[src/rtl/tea_key_scanner.sv]
// Brute-force key-range sequencer feeding the TEA decryption core: launches one
// decryption per candidate key and stops at the first match or the end of the range.
module tea_key_scanner #(
    parameter int WAIT_CYCLES = 34
) (
    input  logic        clk,
    input  logic        rst,
    input  logic        ena,
    input  logic        go,
    input  logic        abort,
    input  logic [63:0] cipher,
    input  logic [47:0] key_lo,
    input  logic [47:0] key_hi,
    output logic        dec_ena,
    output logic        dec_start,
    output logic [63:0] dec_data,
    output logic [47:0] dec_key,
    input  logic        dec_valid,
    output logic        busy,
    output logic        done,
    output logic        found,
    output logic [47:0] key_found,
    output logic [48:0] keys_tried
);
    localparam int CW = $clog2(WAIT_CYCLES);
    localparam logic [CW-1:0] WAIT_LAST = CW'(WAIT_CYCLES - 1);

    typedef enum logic [2:0] {
        S_IDLE,
        S_LAUNCH,
        S_WAIT,
        S_CHECK,
        S_DONE
    } state_t;

    state_t        r_state;
    state_t        w_state_next;
    logic [CW-1:0] r_wait_cnt;
    logic [47:0]   r_cur_key;
    logic [47:0]   r_end_key;
    logic [63:0]   r_cipher;
    logic          r_found;
    logic [47:0]   r_key_found;
    logic [48:0]   r_keys_tried;
    logic          w_abort_ok;
    logic          w_last_key;

    assign w_abort_ok = abort && (r_state != S_IDLE);
    assign w_last_key = (r_cur_key == r_end_key);

    always_comb begin
        w_state_next = r_state;
        case (r_state)
            S_IDLE:   if (go) w_state_next = (key_lo > key_hi) ? S_DONE : S_LAUNCH;
            S_LAUNCH: w_state_next = S_WAIT;
            S_WAIT:   if (r_wait_cnt == WAIT_LAST) w_state_next = S_CHECK;
            S_CHECK:  w_state_next = (dec_valid || w_last_key) ? S_DONE : S_LAUNCH;
            S_DONE:   w_state_next = S_IDLE;
            default:  w_state_next = S_IDLE;
        endcase
        // abort overrides whatever the current state decided, including a CHECK hit
        if (w_abort_ok) w_state_next = S_IDLE;
    end

    always_ff @(posedge clk or posedge rst) begin
        if (rst) begin
            r_state      <= S_IDLE;
            r_wait_cnt   <= '0;
            r_cur_key    <= '0;
            r_end_key    <= '0;
            r_cipher     <= '0;
            r_found      <= 1'b0;
            r_key_found  <= '0;
            r_keys_tried <= '0;
        end else if (ena) begin
            r_state <= w_state_next;
            case (r_state)
                S_IDLE: begin
                    if (go) begin
                        r_cipher     <= cipher;
                        r_cur_key    <= key_lo;
                        r_end_key    <= key_hi;
                        r_found      <= 1'b0;
                        r_key_found  <= '0;
                        r_keys_tried <= '0;
                    end
                end
                S_LAUNCH: r_wait_cnt <= '0;
                S_WAIT:   r_wait_cnt <= r_wait_cnt + 1'b1;
                S_CHECK: begin
                    if (!abort) begin
                        r_keys_tried <= r_keys_tried + 49'd1;
                        if (dec_valid) begin
                            r_found     <= 1'b1;
                            r_key_found <= r_cur_key;
                        end else if (!w_last_key) begin
                            // the key stays put on the last candidate so the top of the range never wraps
                            r_cur_key <= r_cur_key + 48'd1;
                        end
                    end
                end
                default: ;
            endcase
            if (w_abort_ok) r_found <= 1'b0;
        end
    end

    assign dec_ena    = ena;
    assign dec_start  = (r_state == S_LAUNCH);
    assign dec_data   = r_cipher;
    assign dec_key    = r_cur_key;
    assign busy       = (r_state != S_IDLE);
    assign done       = (r_state == S_DONE);
    assign found      = r_found;
    assign key_found  = r_key_found;
    assign keys_tried = r_keys_tried;
endmodule
[config.mk]
export PLATFORM = sky130hd
export DESIGN_NAME = tea_key_scanner
export DESIGN_NICKNAME = d
export VERILOG_FILES = /design/src/rtl/tea_key_scanner.sv
export SDC_FILE = /design/constraint.sdc
export NUM_CORES = 1
export LEC_CHECK = 0
export ABC_CLOCK_PERIOD_IN_PS = 10500
export BUFFER_PORTS_ARGS = -buffer_cell sky130_fd_sc_hd__buf_2
export CAP_MARGIN = 20
export CORE_ASPECT_RATIO = 0.7
export CORE_MARGIN = 2
export CORE_UTILIZATION = 35
export DETAILED_ROUTE_END_ITERATION = 12
export MAX_ROUTING_LAYER = met4
export SLEW_MARGIN = 20
export SYNTH_ARGS = -nofsm -noshare
export SYNTH_HDL_FRONTEND = slang
export SYNTH_SLANG_ARGS = --single-unit
[constraint.sdc]
create_clock -name clk -period 10.5 [get_ports clk]
set_input_delay 1.05 -clock clk [delete_from_list [all_inputs] [get_ports clk]]
set_output_delay 1.05 -clock clk [all_outputs]
set_load 0.005 [all_outputs]
# Word-level counts from Yosys, hierarchy flattened

Index checks and enable logic that the tools add are counted.
Widths: inputs -> output; s select.

Bits of input ports: 166
Register bits: 267
Output and inout port bits: 214
Logic and storage cells: 65

Eq/ne operators: 15
Mux-type cells: 24
$add $sub $neg: 3
Reduce and logical (&&, ||, !) cells: 14
$lt $le $gt $ge: 1

Operator list:

| operator              | count |
|---|---|
| $mux 48               | 7 |
| $pmux 48 s2           | 2 |
| $mux 49               | 2 |
| $pmux 49 s2           | 1 |
| $add 49x1->49 const B | 1 |
| $add 48x1->48 const B | 1 |
| $eq 48x48->1          | 1 |
| $gt 48x48->1          | 1 |
| $mux 3                | 5 |
| $ne 3x3->1 const B    | 4 |
| $pmux 3 s4            | 1 |
| $pmux 6 s2            | 1 |
| $ne 2x2->1 const B    | 5 |
| $reduce_and 5->1      | 2 |
| $add 6x1->6 const B   | 1 |
| $eq 3x2->1 const B    | 2 |
| $eq 6x6->1 const B    | 1 |
| $reduce_and 3->1      | 2 |
| $reduce_and 6->1      | 1 |
| $reduce_bool 3->1     | 2 |
| $mux 1                | 4 |
| $reduce_and 4->1      | 1 |
| $reduce_bool 2->1     | 2 |
| $eq 3x1->1 const B    | 1 |
| other kinds (6)       | 6 |

# Longest topological paths before layout

Depth after elaboration: 5
Depth in mapped cells: 10
Depth with buffers taken out: 9

# Worst setup path before layout

OpenSTA, ideal clock, no wires.

Kind: input-to-reg
From: input port key_hi[35]
To: register r_state[2]
Cell stages on the path: 9
Data arrival time: 2,590 ps
Path slack: 7,784 ps
Cells stage by stage: inv_1 -> ha_1 -> a21oi_1 -> o21ai_0 -> a221oi_1 -> o211ai_1 -> nor4_1 -> nor2_1 -> a221o_1

Cells in the longest elaborated chain, start to end: 5

Ends and longest elaborated chain:

| item                   | RTL line | RTL |
|---|---|---|
| start: declaration     | 13       | `input logic [47:0] key_hi,` |
| $gt 48x48->1           | 54       | `S_IDLE: if (go) w_state_next = (key_lo > key_hi) ? S_DONE : S_LAUNCH;` |
| $mux 3 (2 in a row)    | 54       |  |
| $pmux 3 s4             | 53       | `case (r_state)` |
| $mux 3                 | 62       | `if (w_abort_ok) w_state_next = S_IDLE;` |
| end signal: assignment | 76       | `r_state <= w_state_next;` |
| end: declaration       | 36       | `state_t r_state;` |

No other way between the ends. The select of a mux whose other input is x is not followed.
A chain may end at the register's enable or synchronous reset.

# Worst setup path in the final report

From: register r_cur_key[4] (netlist: dec_key[4])
To: register r_cur_key[44] (netlist: dec_key[44])

Cells in the longest elaborated chain, start to end: 5

Ends and longest elaborated chain:

| item                     | RTL line | RTL |
|---|---|---|
| start: declaration       | 39       | `logic [47:0] r_cur_key;` |
| start signal: assignment | 81       | `r_cur_key <= key_lo;` |
| start signal: assignment | 98       | `r_cur_key <= r_cur_key + 48'd1;` |
| $add 48x1->48            | 98       |  |
| $mux 48                  | 96       | `end else if (!w_last_key) begin` |
| $mux 48                  | 93       | `if (dec_valid) begin` |
| $mux 48                  | 91       | `if (!abort) begin` |
| $pmux 48 s2              | 77       | `case (r_state)` |

Several ways; a longest one is shown, not always the timed one. The select of a mux whose other input is x is not followed.

==> flow_summary.json <==
{
  "cts-buffers-inserted": 30,
  "vias": 11700,
  "ys_seq_elements": 267,
  "grt_start_max_net_pins": 126,
  "cp.arrival_ns": 3.79,
  "routedWlPerCell_um": 19.9,
  "setup_violations": 0,
  "path_max_fanout": 41,
  "cts.path.max_buffers": 3,
  "initial_utilization_pct": 35.7,
  "stdcell_area_mm2": 0.0171,
  "clock_sink_count": 267,
  "worst_slew_margin_rel_pct": 29.2,
  "synthesis.nets": 1538,
  "finalCritPeriodShare_pct": 32.2,
  "mappedNetlistArea_mm2": 0.0138,
  "holdBufCountCts": 0,
  "first_pass_iteration_count_of_the_detailed_router": 5,
  "reg2regPathDepth": 7,
  "final_common_cell": "sky130_fd_sc_hd__buf_2",
  "synth-adder-area-share_pct": 4.72,
  "outcome": "completed",
  "grt_use_total_pct": 21.3,
  "layout.cells.most_common_list": "sky130_fd_sc_hd__buf_2, sky130_fd_sc_hd__dfrtp_1, sky130_fd_sc_hd__mux2_2",
  "nFillCells": 3699,
  "combinational_family_with_the_most_area_after_synthesis": "compound AO/OA/AOI/OAI gates",
  "hold_violations": 0,
  "post-dp-hpwl_um": 32100,
  "num-nets-final": 1880,
  "synth_compound_area_share_pct": 13.7,
  "final_max_slew_viol_count": 0,
  "total_setup_buffers_inserted_after_cts": 0,
  "clock_tree.htree_level_count": 1,
  "gr-usage-met3_pct": 3.76,
  "fmaxAchievable_ghz": 0.296,
  "cellLeakagePower_uw": 0.00812,
  "worst-setup-path-type": "register to register",
  "route.antenna.remaining_nets": 0,
  "critPathRequiredTime_ns": 10.91,
  "cp-end-kind": "register",
  "rsz_0062_raised_after_global_routing": "no",
  "drt_iter0_drc": 901,
  "detail_route.vias_per_cell": 5.27,
  "finalPower_uw": 4220,
  "globalplace.congestion": 0.903,
  "wire_length_of_the_first_global_routing_pass_um": 65700,
  "pre_cts_ws_ns": 6.83,
  "synthesis.yosys.warnings": 0,
  "synth_top_area_share_pct": 48.4,
  "fp.dieW_um": 241,
  "remaining_drc_errors": 0,
  "post_synth_main_area_contributors": "sky130_fd_sc_hd__dfrtp_1, sky130_fd_sc_hd__mux2_2, sky130_fd_sc_hd__xor2_1",
  "power.ir.vdd_worst_v": 0.000148,
  "cellPowerDensity_mw_per_mm2": 247,
  "grt_use_met1_pct": 31.3,
  "synth.avg_cell_area_um2": 10.4,
  "ctsRootBufferMaster": "sky130_fd_sc_hd__clkbuf_16",
  "worst_skew_pair.late_latency_ns": 0.57,
  "syn-instance-count": 1320,
  "grt.busiest_layer": "met1",
  "grtUsageMet2_pct": 30.4,
  "clock_transition_at_the_registers_of_the_reported_paths_ns": 0.07,
  "synth-edff-count": 0,
  "synth_xor_xnor_area_share_pct": 5.40,
  "worstHoldPathCells": 2,
  "finalWirelength_um": 44100,
  "dpl_cell_area_mm2": 0.0160,
  "postCtsResizedCells": 0,
  "worst_clock_skew_ns": 0.0185,
  "die_area_mm2": 0.0410,
  "simple_gate_share_of_the_synthesized_area_pct": 13.7,
  "dp_cells": 2157,
  "tritoncts_clock_tree": "built",
  "io_pins": 380,
  "final_layout_size_suffix_gt1_share_pct": 34.4,
  "fp.coreArea_mm2": 0.0387,
  "most_used_dff_post_synth": "sky130_fd_sc_hd__dfrtp_1",
  "asyncSetResetFlopFracSynth_pct": 100,
  "slack_of_the_critical_path_ns": 7.12,
  "area_growth_syn_to_layout_pct": 23.7,
  "timing.setup.tns_ns": 0,
  "core.rowCount": 60,
  "final_period_minus_worst_setup_slack_ns": 3.38,
  "port_bufs": 379,
  "vias_in_the_first_global_route": 11000,
  "cap_viol_max_count": 0,
  "synth_sequential_area_ratio_pct": 48.4,
  "antenna_found_initial": 13,
  "mux_share_of_post_synthesis_cell_area_pct": 9.22,
  "max_slew.worst_pin.slew_ns": 1.06,
  "synth_top_area_cell": "sky130_fd_sc_hd__dfrtp_1",
  "synth.distinct_cells": 71,
  "holdCritPathClass": "register to register",
  "fp.dieH_um": 170,
  "fin_cells": 2218,
  "timing.critical_path.from_type": "register",
  "grt_overflow_total": 0
}
==> layer usage <==
metal / vias to the layer above / share of wire [%]
met3: 62 / 6.4
met4: 0 / 2.1
met2: 451 / 44
met5: - / 0
li1: 5424 / -
met1: 5747 / 48
==> area by class of cell <==
| type | instances | area (um^2) | area share (%) |
|---|---|---|---|
| antenna | 11 | 27.5 | 0.161 |
| clock buffer | 42 | 877 | 5.14 |
| clock inverter | 8 | 115 | 0.675 |
| inverter | 65 | 251 | 1.47 |
| multi-input combinational | 909 | 6470 | 37.9 |
| sequential | 267 | 6680 | 39.2 |
| tap | 527 | 659 | 3.87 |
| timing repair buffer | 389 | 1970 | 11.6 |
==> Yosys cell counts (all sizes together), types with 3 or more instances <==
cell     instances
nor2b            7
nor2            84
o21ai           78
a32oi            3
o211ai           3
nand2          104
buf             53
nand2b           4
a21oi           97
nand3           54
or3             14
ha              52
and2             6
xor2            75
inv             65
a22o            43
o22ai           20
xnor2           10
nand4           35
dfrtp          267
nor4            22
nor3            14
a2bb2oi         20
and4             5
clkbuf          26
nor3b            4
a22oi            3
o22a             3
o32ai            4
mux2           112
and3            12
==> registers in the layout (all words and copies together), names as in the netlist <==
name,count
dec_data,64
dec_key,48
found,1
key_found,48
keys_tried,49
r_end_key,48
r_state,3
r_wait_cnt,6
==> through the flow <==
stage,util (%),hold slack [ns]
finish,44.1,0.481
global route,44.1,0.514
CTS,44.0,0.487
detailed placement,41.5,0.473
global placement,41.5,0.461
floorplan,-,0.473
==> worst max-delay path, stage by stage, from the launching register on <==
cell,delay [ns]
sky130_fd_sc_hd__dfrtp_1,0.56
sky130_fd_sc_hd__xor2_1,0.32
sky130_fd_sc_hd__nor4_1,0.79
sky130_fd_sc_hd__nand4_1,0.25
sky130_fd_sc_hd__o31ai_4,0.48
sky130_fd_sc_hd__a21o_4,0.51
sky130_fd_sc_hd__a21oi_1,0.11
sky130_fd_sc_hd__a2bb2oi_1,0.18
==> power breakdown <==
part | internal (uW) | switching [uW] | leakage [uW]
sequential | 1380 | 399 | 0.00334
combinational | 637 | 717 | 0.00429
clock | 647 | 437 | 0.000493
==> path summary, 6_finish.rpt <==
| check | from | slack [ns] | end |
|---|---|---|---|
| worst min register to register | key_found[20] | 0.48 | key_found[20] |
| max in group asynchronous | rst | 8.21 | dec_key[44] |
| worst max-delay path | dec_key[4] | 7.12 | dec_key[44] |
| worst max register to register | dec_key[4] | 7.12 | dec_key[44] |
| worst min-delay path | key_found[20] | 0.48 | key_found[20] |
| min in group asynchronous | rst | 0.65 | dec_data[32] |
==> kinds of logic after synthesis <==
family,after synthesis
fa+ha+maj,52
mux,113
flops,267
simple gates,368
xor+xnor,85
compound gates,291
buf+inv,144
Power figures use the tool's default switching activity.
